### src/rtl/vga_menu_engine.sv
// vga_menu_engine
// Menu renderer and controller for the VGA path. It holds a writable glyph
// table of NUM_OPTIONS text rows and runs the selection state machine (key edge
// detection, wrap/saturate navigation, confirm pulse). For every pixel it
// produces the font/image ROM read address and overlays the screen border and
// the selection box on the colour index that comes back from the palette ROM.
//
// Ports
//   clock, reset        system clock, asynchronous active-high reset
//   menu_enable         menu screen active
//   key_up/down/select  raw key levels, synchronous to clock
//   char_we/waddr/wdata glyph table write port (slot = row*CHARS_PER_OPTION+col)
//   curAddress          pixel address y*640 + x from the VGA counter
//   indexIn             colour index returned by the palette ROM
//   addrToRead          ROM read address, 2 cycles after curAddress
//   indexOut            final colour index (combinational on indexIn)
//   selection           current menu row
//   select_valid        one-cycle confirm pulse
//   menu_state          0 IDLE, 1 ACTIVE, 2 CONFIRMED
module vga_menu_engine #(
  parameter int unsigned NUM_OPTIONS      = 4,
  parameter int unsigned CHARS_PER_OPTION = 7,
  parameter int unsigned GLYPH_W          = 21,
  parameter int unsigned GLYPH_H          = 25,
  parameter int unsigned OPT_X0           = 246,
  parameter int unsigned OPT_Y0           = 227,
  parameter int unsigned OPT_PITCH        = 58,
  parameter int unsigned FONT_BASE        = 307200,
  parameter int unsigned BG_ADDR          = 1923,
  parameter int unsigned BORDER_INDEX     = 7,
  parameter int unsigned WRAP             = 1
) (
  input  logic                                              clock,
  input  logic                                              reset,
  input  logic                                              menu_enable,
  input  logic                                              key_up,
  input  logic                                              key_down,
  input  logic                                              key_select,
  input  logic                                              char_we,
  input  logic [$clog2(NUM_OPTIONS*CHARS_PER_OPTION)-1:0]   char_waddr,
  input  logic [4:0]                                        char_wdata,
  input  logic [18:0]                                       curAddress,
  input  logic [7:0]                                        indexIn,
  output logic [18:0]                                       addrToRead,
  output logic [7:0]                                        indexOut,
  output logic [$clog2(NUM_OPTIONS)-1:0]                    selection,
  output logic                                              select_valid,
  output logic [1:0]                                        menu_state
);

  localparam int unsigned Slots    = NUM_OPTIONS * CHARS_PER_OPTION;
  localparam int unsigned SlotW    = $clog2(Slots);
  localparam int unsigned SelW     = $clog2(NUM_OPTIONS);
  localparam int unsigned CoordW   = 11;
  localparam int unsigned AddrW    = 19;
  localparam int unsigned CodeW    = 5;
  localparam int unsigned DxW      = (GLYPH_W > 1) ? $clog2(GLYPH_W) : 1;
  localparam int unsigned DyW      = (GLYPH_H > 1) ? $clog2(GLYPH_H) : 1;
  localparam int unsigned ScreenW  = 640;
  localparam int unsigned ScreenH  = 480;
  localparam int unsigned FramePx  = 3;
  localparam int unsigned TextW    = CHARS_PER_OPTION * GLYPH_W;
  localparam int unsigned BoxW     = TextW + 2 * FramePx;
  localparam int unsigned BoxH     = GLYPH_H + 2 * FramePx;

  localparam logic [CodeW-1:0]  BlankCode = CodeW'(31);
  localparam logic [SelW-1:0]   SelMax    = SelW'(NUM_OPTIONS - 1);
  localparam logic [CoordW-1:0] TextX0    = CoordW'(OPT_X0);
  localparam logic [CoordW-1:0] TextX1    = CoordW'(OPT_X0 + TextW);
  localparam logic [CoordW-1:0] BoxX0     = CoordW'(OPT_X0 - FramePx);
  localparam logic [CoordW-1:0] BoxX1     = CoordW'(OPT_X0 - FramePx + BoxW);
  localparam logic [CoordW-1:0] InnerX0   = CoordW'(OPT_X0);
  localparam logic [CoordW-1:0] InnerX1   = CoordW'(OPT_X0 + TextW);
  localparam logic [CoordW-1:0] EdgeLo    = CoordW'(FramePx);
  localparam logic [CoordW-1:0] EdgeXHi   = CoordW'(ScreenW - FramePx);
  localparam logic [CoordW-1:0] EdgeYHi   = CoordW'(ScreenH - FramePx);
  localparam logic [AddrW-1:0]  BgAddr    = AddrW'(BG_ADDR);

  typedef enum logic [1:0] {
    stIdle      = 2'd0,
    stActive    = 2'd1,
    stConfirmed = 2'd2
  } menuStateT;

  menuStateT       state, stateNext;
  logic [SelW-1:0] selectionNext;
  logic            selectValidNext;

  // Key history and single-cycle edge detection
  logic upPrev, downPrev, selectPrev;
  logic upEdge, downEdge, selectEdge;
  logic navUp, navDown;

  always_ff @(posedge clock or posedge reset) begin
    if (reset) begin
      upPrev     <= 1'b0;
      downPrev   <= 1'b0;
      selectPrev <= 1'b0;
    end else begin
      upPrev     <= key_up;
      downPrev   <= key_down;
      selectPrev <= key_select;
    end
  end

  assign upEdge     = key_up & ~upPrev;
  assign downEdge   = key_down & ~downPrev;
  assign selectEdge = key_select & ~selectPrev;
  // Simultaneous up and down edges cancel each other
  assign navUp      = upEdge & ~downEdge;
  assign navDown    = downEdge & ~upEdge;

  // Menu state register
  always_ff @(posedge clock or posedge reset) begin
    if (reset) begin
      state        <= stIdle;
      selection    <= '0;
      select_valid <= 1'b0;
    end else begin
      state        <= stateNext;
      selection    <= selectionNext;
      select_valid <= selectValidNext;
    end
  end

  // Next state: disable beats confirm, confirm beats navigation
  always_comb begin
    stateNext       = state;
    selectionNext   = selection;
    selectValidNext = 1'b0;
    unique case (state)
      stIdle: begin
        if (menu_enable) begin
          stateNext     = stActive;
          selectionNext = '0;
        end
      end
      stActive: begin
        if (!menu_enable) begin
          stateNext = stIdle;
        end else if (selectEdge) begin
          stateNext       = stConfirmed;
          selectValidNext = 1'b1;
        end else if (navDown) begin
          if (selection == SelMax) begin
            selectionNext = (WRAP != 0) ? '0 : SelMax;
          end else begin
            selectionNext = selection + SelW'(1);
          end
        end else if (navUp) begin
          if (selection == '0) begin
            selectionNext = (WRAP != 0) ? SelMax : '0;
          end else begin
            selectionNext = selection - SelW'(1);
          end
        end
      end
      stConfirmed: begin
        if (!menu_enable) begin
          stateNext = stIdle;
        end
      end
      default: begin
        stateNext = stIdle;
      end
    endcase
  end

  assign menu_state = state;

  // Glyph table; out-of-range slot addresses are dropped
  logic [CodeW-1:0] glyphTable [Slots];

  always_ff @(posedge clock or posedge reset) begin
    if (reset) begin
      for (int i = 0; i < Slots; i++) begin
        glyphTable[i] <= BlankCode;
      end
    end else if (char_we && (32'(char_waddr) < Slots)) begin
      glyphTable[char_waddr] <= char_wdata;
    end
  end

  // Pixel coordinates
  logic [CoordW-1:0] pixX, pixY;
  assign pixX = CoordW'(curAddress % 19'd640);
  assign pixY = CoordW'(curAddress / 19'd640);

  // Stage 1 glyph lookup: which row/column the pixel lands in
  logic [CoordW-1:0] xOff, colIdx, rowTop;
  logic              glyphHitC;
  logic [CodeW-1:0]  codeC;
  logic [DxW-1:0]    dxC;
  logic [DyW-1:0]    dyC;

  always_comb begin
    glyphHitC = 1'b0;
    codeC     = BlankCode;
    dxC       = '0;
    dyC       = '0;
    rowTop    = '0;
    xOff      = pixX - TextX0;
    colIdx    = xOff / CoordW'(GLYPH_W);
    for (int r = 0; r < NUM_OPTIONS; r++) begin
      rowTop = CoordW'(OPT_Y0 + r * OPT_PITCH);
      if ((pixY >= rowTop) && (pixY < rowTop + CoordW'(GLYPH_H)) &&
          (pixX >= TextX0) && (pixX < TextX1)) begin
        glyphHitC = 1'b1;
        dxC       = DxW'(xOff % CoordW'(GLYPH_W));
        dyC       = DyW'(pixY - rowTop);
        codeC     = glyphTable[SlotW'(r * CHARS_PER_OPTION) + SlotW'(colIdx)];
      end
    end
  end

  // Stage 1 overlay: screen border plus selection-box frame
  logic [CoordW-1:0] boxY0;
  logic              borderC, inBox, inInner, frameC, flagC;

  always_comb begin
    boxY0   = CoordW'(OPT_Y0 - FramePx) + CoordW'(selection) * CoordW'(OPT_PITCH);
    borderC = (pixY < EdgeLo) || (pixY >= EdgeYHi) ||
              (pixX < EdgeLo) || (pixX >= EdgeXHi);
    inBox   = (pixX >= BoxX0) && (pixX < BoxX1) &&
              (pixY >= boxY0) && (pixY < boxY0 + CoordW'(BoxH));
    inInner = (pixX >= InnerX0) && (pixX < InnerX1) &&
              (pixY >= boxY0 + CoordW'(FramePx)) &&
              (pixY < boxY0 + CoordW'(BoxH - FramePx));
    frameC  = (state != stIdle) && inBox && !inInner;
    flagC   = borderC || frameC;
  end

  // Pipeline registers
  logic             s1Hit;
  logic [CodeW-1:0] s1Code;
  logic [DxW-1:0]   s1Dx;
  logic [DyW-1:0]   s1Dy;
  logic             ovFlag1, ovFlag2, ovFlag3;
  logic [AddrW-1:0] fontAddrC;

  assign fontAddrC = AddrW'(FONT_BASE)
                   + AddrW'(s1Code) * AddrW'(GLYPH_W * GLYPH_H)
                   + AddrW'(s1Dx)
                   + AddrW'(s1Dy) * AddrW'(GLYPH_W);

  always_ff @(posedge clock or posedge reset) begin
    if (reset) begin
      s1Hit      <= 1'b0;
      s1Code     <= '0;
      s1Dx       <= '0;
      s1Dy       <= '0;
      ovFlag1    <= 1'b0;
      ovFlag2    <= 1'b0;
      ovFlag3    <= 1'b0;
      addrToRead <= BgAddr;
    end else begin
      // Glyphs only render while the menu is up
      s1Hit      <= glyphHitC && (state != stIdle);
      s1Code     <= codeC;
      s1Dx       <= dxC;
      s1Dy       <= dyC;
      ovFlag1    <= flagC;
      ovFlag2    <= ovFlag1;
      ovFlag3    <= ovFlag2;
      addrToRead <= (s1Hit && (s1Code != BlankCode)) ? fontAddrC : BgAddr;
    end
  end

  // Third flag stage lines up with the palette ROM's one-cycle latency
  assign indexOut = ovFlag3 ? 8'(BORDER_INDEX) : indexIn;

endmodule

### config.mk
export PLATFORM = sky130hd
export DESIGN_NAME = vga_menu_engine
export DESIGN_NICKNAME = d
export VERILOG_FILES = /design/src/rtl/vga_menu_engine.sv
export SDC_FILE = /design/constraint.sdc
export NUM_CORES = 1
export LEC_CHECK = 0
export ABC_AREA = 1
export BUFFER_PORTS_ARGS = -buffer_cell sky130_fd_sc_hd__buf_2
export CAP_MARGIN = 20
export CORE_ASPECT_RATIO = 1.1
export CORE_UTILIZATION = 40
export DETAILED_ROUTE_END_ITERATION = 12
export PLACE_DENSITY = 0.68
export SLEW_MARGIN = 20
export SYNTH_ARGS = -nofsm -noshare
export SYNTH_HDL_FRONTEND = slang
export SYNTH_SLANG_ARGS = --single-unit
### constraint.sdc
create_clock -name clock -period 14.43 [get_ports clock]
set_clock_uncertainty 0.15 [all_clocks]
set_input_delay 2.886 -clock clock [delete_from_list [all_inputs] [get_ports clock]]
set_output_delay 2.886 -clock clock [all_outputs]
set_load 0.02 [all_outputs]
==> results_dict.tcl, run 1 <==
set metrics [dict create \
    status "finished, violations left" \
    violations "negative setup slack" \
    clk_pin_slew_ns 0.07 \
    drt_iter0_drc 2083 \
    postSynthCellCount 3011 \
    synth_area_sq_um 20200 \
    busiest_layer "met2" \
    seq_area_frac_synth 0.239 \
    yosys_most_used_dff "dfstp_2" \
    die_h_microns 237 \
    worstSetupPathType "in -> reg" \
    grtUsageMet2 0.417 \
    clock-sinks 185 \
    slew_headroom 0.262 \
    cp.required_ns 14.67 \
    io_buffers 74 \
    yosysTopAreaCellShare 0.190 \
    tns_ns -2.15 \
    synth-seq-cells 185 \
    syn_nets 3162 \
    wire_per_inst_microns 16.7 \
    hold_path.class "reg -> reg" \
    postCtsHoldBufs 0 \
    io_pins 76 \
    drc 0 \
    rrSetupSlack_ns 9.22 \
    synth.largest_area_cell "dfstp_2" \
    worstPathArrival_ns 15.13 \
    worst_pin_slew_ns 1.10 \
    cp-end-kind "flip-flop" \
    grt_antenna_before_repair 0 \
    setup-violations-final 5 \
    cts_made_buffers 17 \
    synth_edf_count 0 \
    hold_viol 0 \
    hpwl_microns 50300 \
    grt.overflow.total 0 \
    placed_cells 3986 \
    ant_nets 0 \
    core_sq_um 49300 \
    finalNonFillerCells 4091 \
    clock.fmax_mhz 67.2 \
    grt_max_degree 108 \
    use_met3 0.0358 \
    cp-start-kind "input pin" \
    area_growth_pct 30.2 \
    clk_root_buffer_cell "clkbuf_16" \
    routed_wirelength_microns 68300 \
    critPathMaxFanout 9 \
    grtUsageMet1 0.349 \
    clock_latency_ns 0.46 \
    final_core_util 0.532 \
    cts_buffer_depth 2 \
    grt_pass1_vias 20400 \
    viasPerCell 5.38 \
    maxSlewViolCount 0 \
    diodes 0 \
    start_util 0.409 \
    cp_common_cell "nand2_4" \
    final_nets 3577 \
    synthArstFlopShare 1.00 \
    yosysMostFrequentCell "nand2_1" \
    ys_warn_count 0 \
    synth_common_cells "nand2_1, nand3_1, inv_1, o21ai_0, nor2_1" \
    gp_congestion 1.00 \
    drive_gt1_frac 0.353 \
    first_pass_iters 7 \
    rsz0062_at_grt "true" \
    slowest_delay_ns 0.33 \
    dieArea_sq_um 51300 \
    rows 85 \
    slowest_stage "ha_4" \
    cts_tree "done" \
    vias 22000 \
    drv_cap 0 \
    grt_usage 0.258 \
    grt_pass1_wl_microns 107000 \
    htree_num_levels 4 \
    fin_crit_ns 14.89 \
    synthDistinctLibCells 75 \
    setup_slack_ns -0.460 \
    synth.top_cells.by_area "dfstp_2, nand3_1, nand2_1, ha_1, dfrtp_1" \
    die_w_microns 216 \
    fin_crit_sh 1.03 \
    synth.avg_cell_area_sq_um 6.70 \
]
-- final timing paths --
check,from,end,depth (start not counted)
setup reg to reg,s1Code[3],addrToRead[15],25
max in group asynchronous,reset,selection[0],3
setup / recovery,curAddress[1],s1Code[4],116
hold / removal,ovFlag2,ovFlag3,0
hold reg to reg,ovFlag2,ovFlag3,0
min in group asynchronous,reset,addrToRead[11],2
-- timing repair --
action,4_1_cts,5_1_grt
gates resized for setup,85,205
setup endpoints to repair,5,10
pin swaps,50,83
setup buffers,22,41
cloned,8,1
-- layer usage --
| metal | vias to the layer above | part of all wire |
|---|---|---|
| met5 | - | 0 |
| met4 | 0 | 0.033 |
| met3 | 163 | 0.073 |
| met2 | 907 | 0.46 |
| met1 | 10100 | 0.43 |
| li1 | 10800 | - |
-- registers in the layout (all words and copies together) (netlist names) --
name          cells
downPrev          1
glyphTable      140
select_valid      1
ovFlag3           1
s1Dx              5
ovFlag2           1
selectPrev        1
s1Hit             1
ovFlag1           1
s1Dy              5
menu_state        2
upPrev            1
addrToRead       18
selection         2
s1Code            5
-- cells in the final DEF, fill, tap and decap left out, types with 29 or more instances in the layout --
master,n
nand2_1,717
nand3_1,555
buf_4,376
inv_1,231
o21ai_0,180
nor2_1,151
dfstp_2,146
nand2_2,128
ha_1,87
nand3_2,81
nand2_4,78
buf_2,73
a21oi_1,51
nor2_4,46
inv_2,46
dfrtp_1,39
nand4_1,33
buf_6,31
nor3_1,30
xor2_1,29
-- kinds of logic after synthesis --
logic type,count (synthesis),synth area share
AO/OA/AOI/OAI,331,0.0931
XOR/XNOR,46,0.0226
adder cells (fa/ha/maj),107,0.0724
buffers and inverters,426,0.106
flip-flops,185,0.239
other,1,0.000186
AND/OR/NAND/NOR,1915,0.467
-- critical path: cells and delay by family --
kind                     cells  cell delay [ns]
AND/OR/NAND/NOR             82             8.02
buffers and inverters       26             2.68
AO/OA/AOI/OAI                5             0.79
adder cells (fa/ha/maj)      3             0.67
-- through the flow --
stage	instance area, sq um	worst slack, ns	hold WS (ns)
2_1_floorplan	20600	-0.223	0.181
6_report	26300	-0.460	0.206
4_1_cts	25100	-0.0136	0.208
5_1_grt	26300	-1.25	0.222
3_5_place_dp	23800	-0.973	0.191
3_3_place_gp	23800	-0.798	0.184
-- layout make-up --
class,count,area [sq um]
fillers,4734,23100
clock inverters,13,155
flip-flops and latches,185,4810
inverters,305,1240
multi-input cells,2406,14600
well taps,652,816
repair buffers,511,4180
clock buffers,19,443
Power of run 1 is left out: the tool's default activity adds up to more than one toggle a clock period on the data nets, which glitch-free logic cannot reach.
==> run 2: changes to the inputs <==
CTS_BUF_LIST = sky130_fd_sc_hd__clkbuf_8   (was unset)
==> results_dict.tcl, run 2 (synthesized netlist as in run 1, its figures left out) <==
set metrics [dict create \
    first_pass_iters 6 \
    io_buffers 74 \
    start_util 0.409 \
    vias 22100 \
    rsz0062_at_grt "true" \
    hold_viol 0 \
    worst_pin_slew_ns 1.08 \
    rows 85 \
    postCtsHoldBufs 0 \
    seqCellArea_sq_um 4810 \
    area_growth_pct 29.8 \
    critPathMaxFanout 8 \
    clock.fmax_mhz 67.4 \
    io_pins 76 \
    critPathLaunch "curAddress[2]" \
    multiInputGateArea_sq_um 14700 \
    drv_cap 0 \
    cp_common_cell "nand2_4" \
    cts_tree "done" \
    grt_usage 0.257 \
    die_h_microns 237 \
    dieArea_sq_um 51300 \
    final_core_util 0.530 \
    die_w_microns 216 \
    cp-start-kind "input pin" \
    cts_made_buffers 17 \
    final_cell_mix "nand2_1, nand3_1, buf_4" \
    tns_ns -1.88 \
    grt.overflow.total 0 \
    hpwl_microns 50300 \
    ant_nets 0 \
    setup_slack_ns -0.412 \
    maxSlewViolCount 0 \
    slowest_delay_ns 0.34 \
    grt_pass1_wl_microns 106000 \
    clk_root_buffer_cell "clkbuf_8" \
    grt_pass1_vias 20400 \
    largest_reg_flops 140 \
    hp-start "ovFlag1" \
    cts_buffer_depth 2 \
    cp-end-kind "flip-flop" \
    worstPathArrival_ns 15.15 \
    drc 0 \
    clock-sinks 185 \
    layout_commonest_cell "nand2_1" \
    fin_crit_sh 1.03 \
    setup-violations-final 5 \
    gp_congestion 1.00 \
    slowest_stage "ha_4" \
    core_sq_um 49300 \
    worst-path-buf-inv 24 \
    htree_num_levels 4 \
    status "finished, violations left" \
    grt_max_degree 108 \
    crit_family "simple AND/OR/NAND/NOR gates" \
    reg.largest.list "glyphTable: 140 flops, addrToRead: 18 flops" \
    cp.required_ns 14.74 \
    viasPerCell 5.39 \
    clock_latency_ns 0.54 \
    drive_gt1_frac 0.356 \
    slew_headroom 0.280 \
    wire_per_inst_microns 16.8 \
    drt_iter0_drc 2036 \
    violations "negative setup slack" \
    clk_pin_slew_ns 0.10 \
    final_nets 3580 \
    fill_cells 4747 \
    regMostFlops "glyphTable" \
    worstSetupPathType "in -> reg" \
    routed_wirelength_microns 68800 \
    diodes 0 \
    hold_path.class "reg -> reg" \
    grt_antenna_before_repair 1 \
    r2r-start "s1Code[3]" \
    fin_crit_ns 14.84 \
]
[run 2: changes by cell type in the layout (fill, tap and decap cells not counted), moves of 5 or more]
cell	previous run	this run
nand3_4	24	29
nor2_4	46	40
buf_6	31	23
nand3_2	81	88
clkbuf_16	17	5
a21oi_2	16	11
nand2_1	717	711
clkbuf_8	1	18
nor3_1	30	35
nand3_1	555	543
buf_4	376	383
[run 2: through the flow]
step	hold WS, ns	worst slack (ns)	area, sq um	std cells
2_1_floorplan	0.181	-0.223	20600	3011
3_3_place_gp	0.184	-0.798	23800	3986
3_5_place_dp	0.191	-0.973	23800	3986
4_1_cts	0.215	-0.00652	24700	4044
5_1_grt	0.230	-1.25	26200	4094
6_report	0.213	-0.412	26200	4094
[run 2: what timing repair did]
item,4_1_cts,5_1_grt
setup buffers,19,43
cloned,7,6
setup endpoints to repair,5,10
pin swaps,39,113
resized for setup,65,225
[run 2: worst reg2reg max path: stages, from the launching register on]
cell	delay, ns
dfrtp_1	0.53
ha_1	0.35
inv_1	0.05
fa_1	0.48
fa_1	0.55
inv_1	0.05
fa_1	0.50
fa_1	0.49
ha_1	0.35
nand2_1	0.07
inv_1	0.07
nor2_1	0.04
nor2_1	0.10
nor2_1	0.06
o21ai_0	0.20
inv_1	0.06
nor2_1	0.11
nor2_1	0.05
o21bai_1	0.15
nand2_1	0.07
inv_1	0.07
nor2_1	0.04
nor2_1	0.16
nand2_1	0.10
o21ai_0	0.16
a21oi_1	0.06
[run 2: per-layer routing]
| metal | part of all wire | wire length [microns] | global-route usage | vias up |
|---|---|---|---|---|
| met5 | 0 | 0 | 0 | - |
| met4 | 0.034 | 2330 | 0.0965 | 0 |
| met1 | 0.43 | 29800 | 0.347 | 10200 |
| li1 | - | - | - | 10800 |
| met3 | 0.073 | 5010 | 0.0361 | 169 |
| met2 | 0.46 | 31600 | 0.415 | 886 |
[run 2: path summary, 6_finish.rpt]
path,end,cells past startpoint,slack (ns)
worst min-delay path,ovFlag2,0,0.21
worst max register to register,addrToRead[15],25,9.24
worst max-delay path,s1Code[4],116,-0.41
min in group asynchronous,s1Dy[3],2,2.33
worst min register to register,ovFlag2,0,0.21
max in group asynchronous,glyphTable[118],3,10.63
[run 2: area by class of cell]
type / instances / share of cell area
Clock inverter: 14 / 0.00607
Tap cell: 652 / 0.0312
Inverter: 305 / 0.0473
Clock buffer: 18 / 0.00947
Timing Repair Buffer: 514 / 0.162
Sequential cell: 185 / 0.184
Multi-Input combinational cell: 2406 / 0.560
Power of run 2 is left out for the same reason.
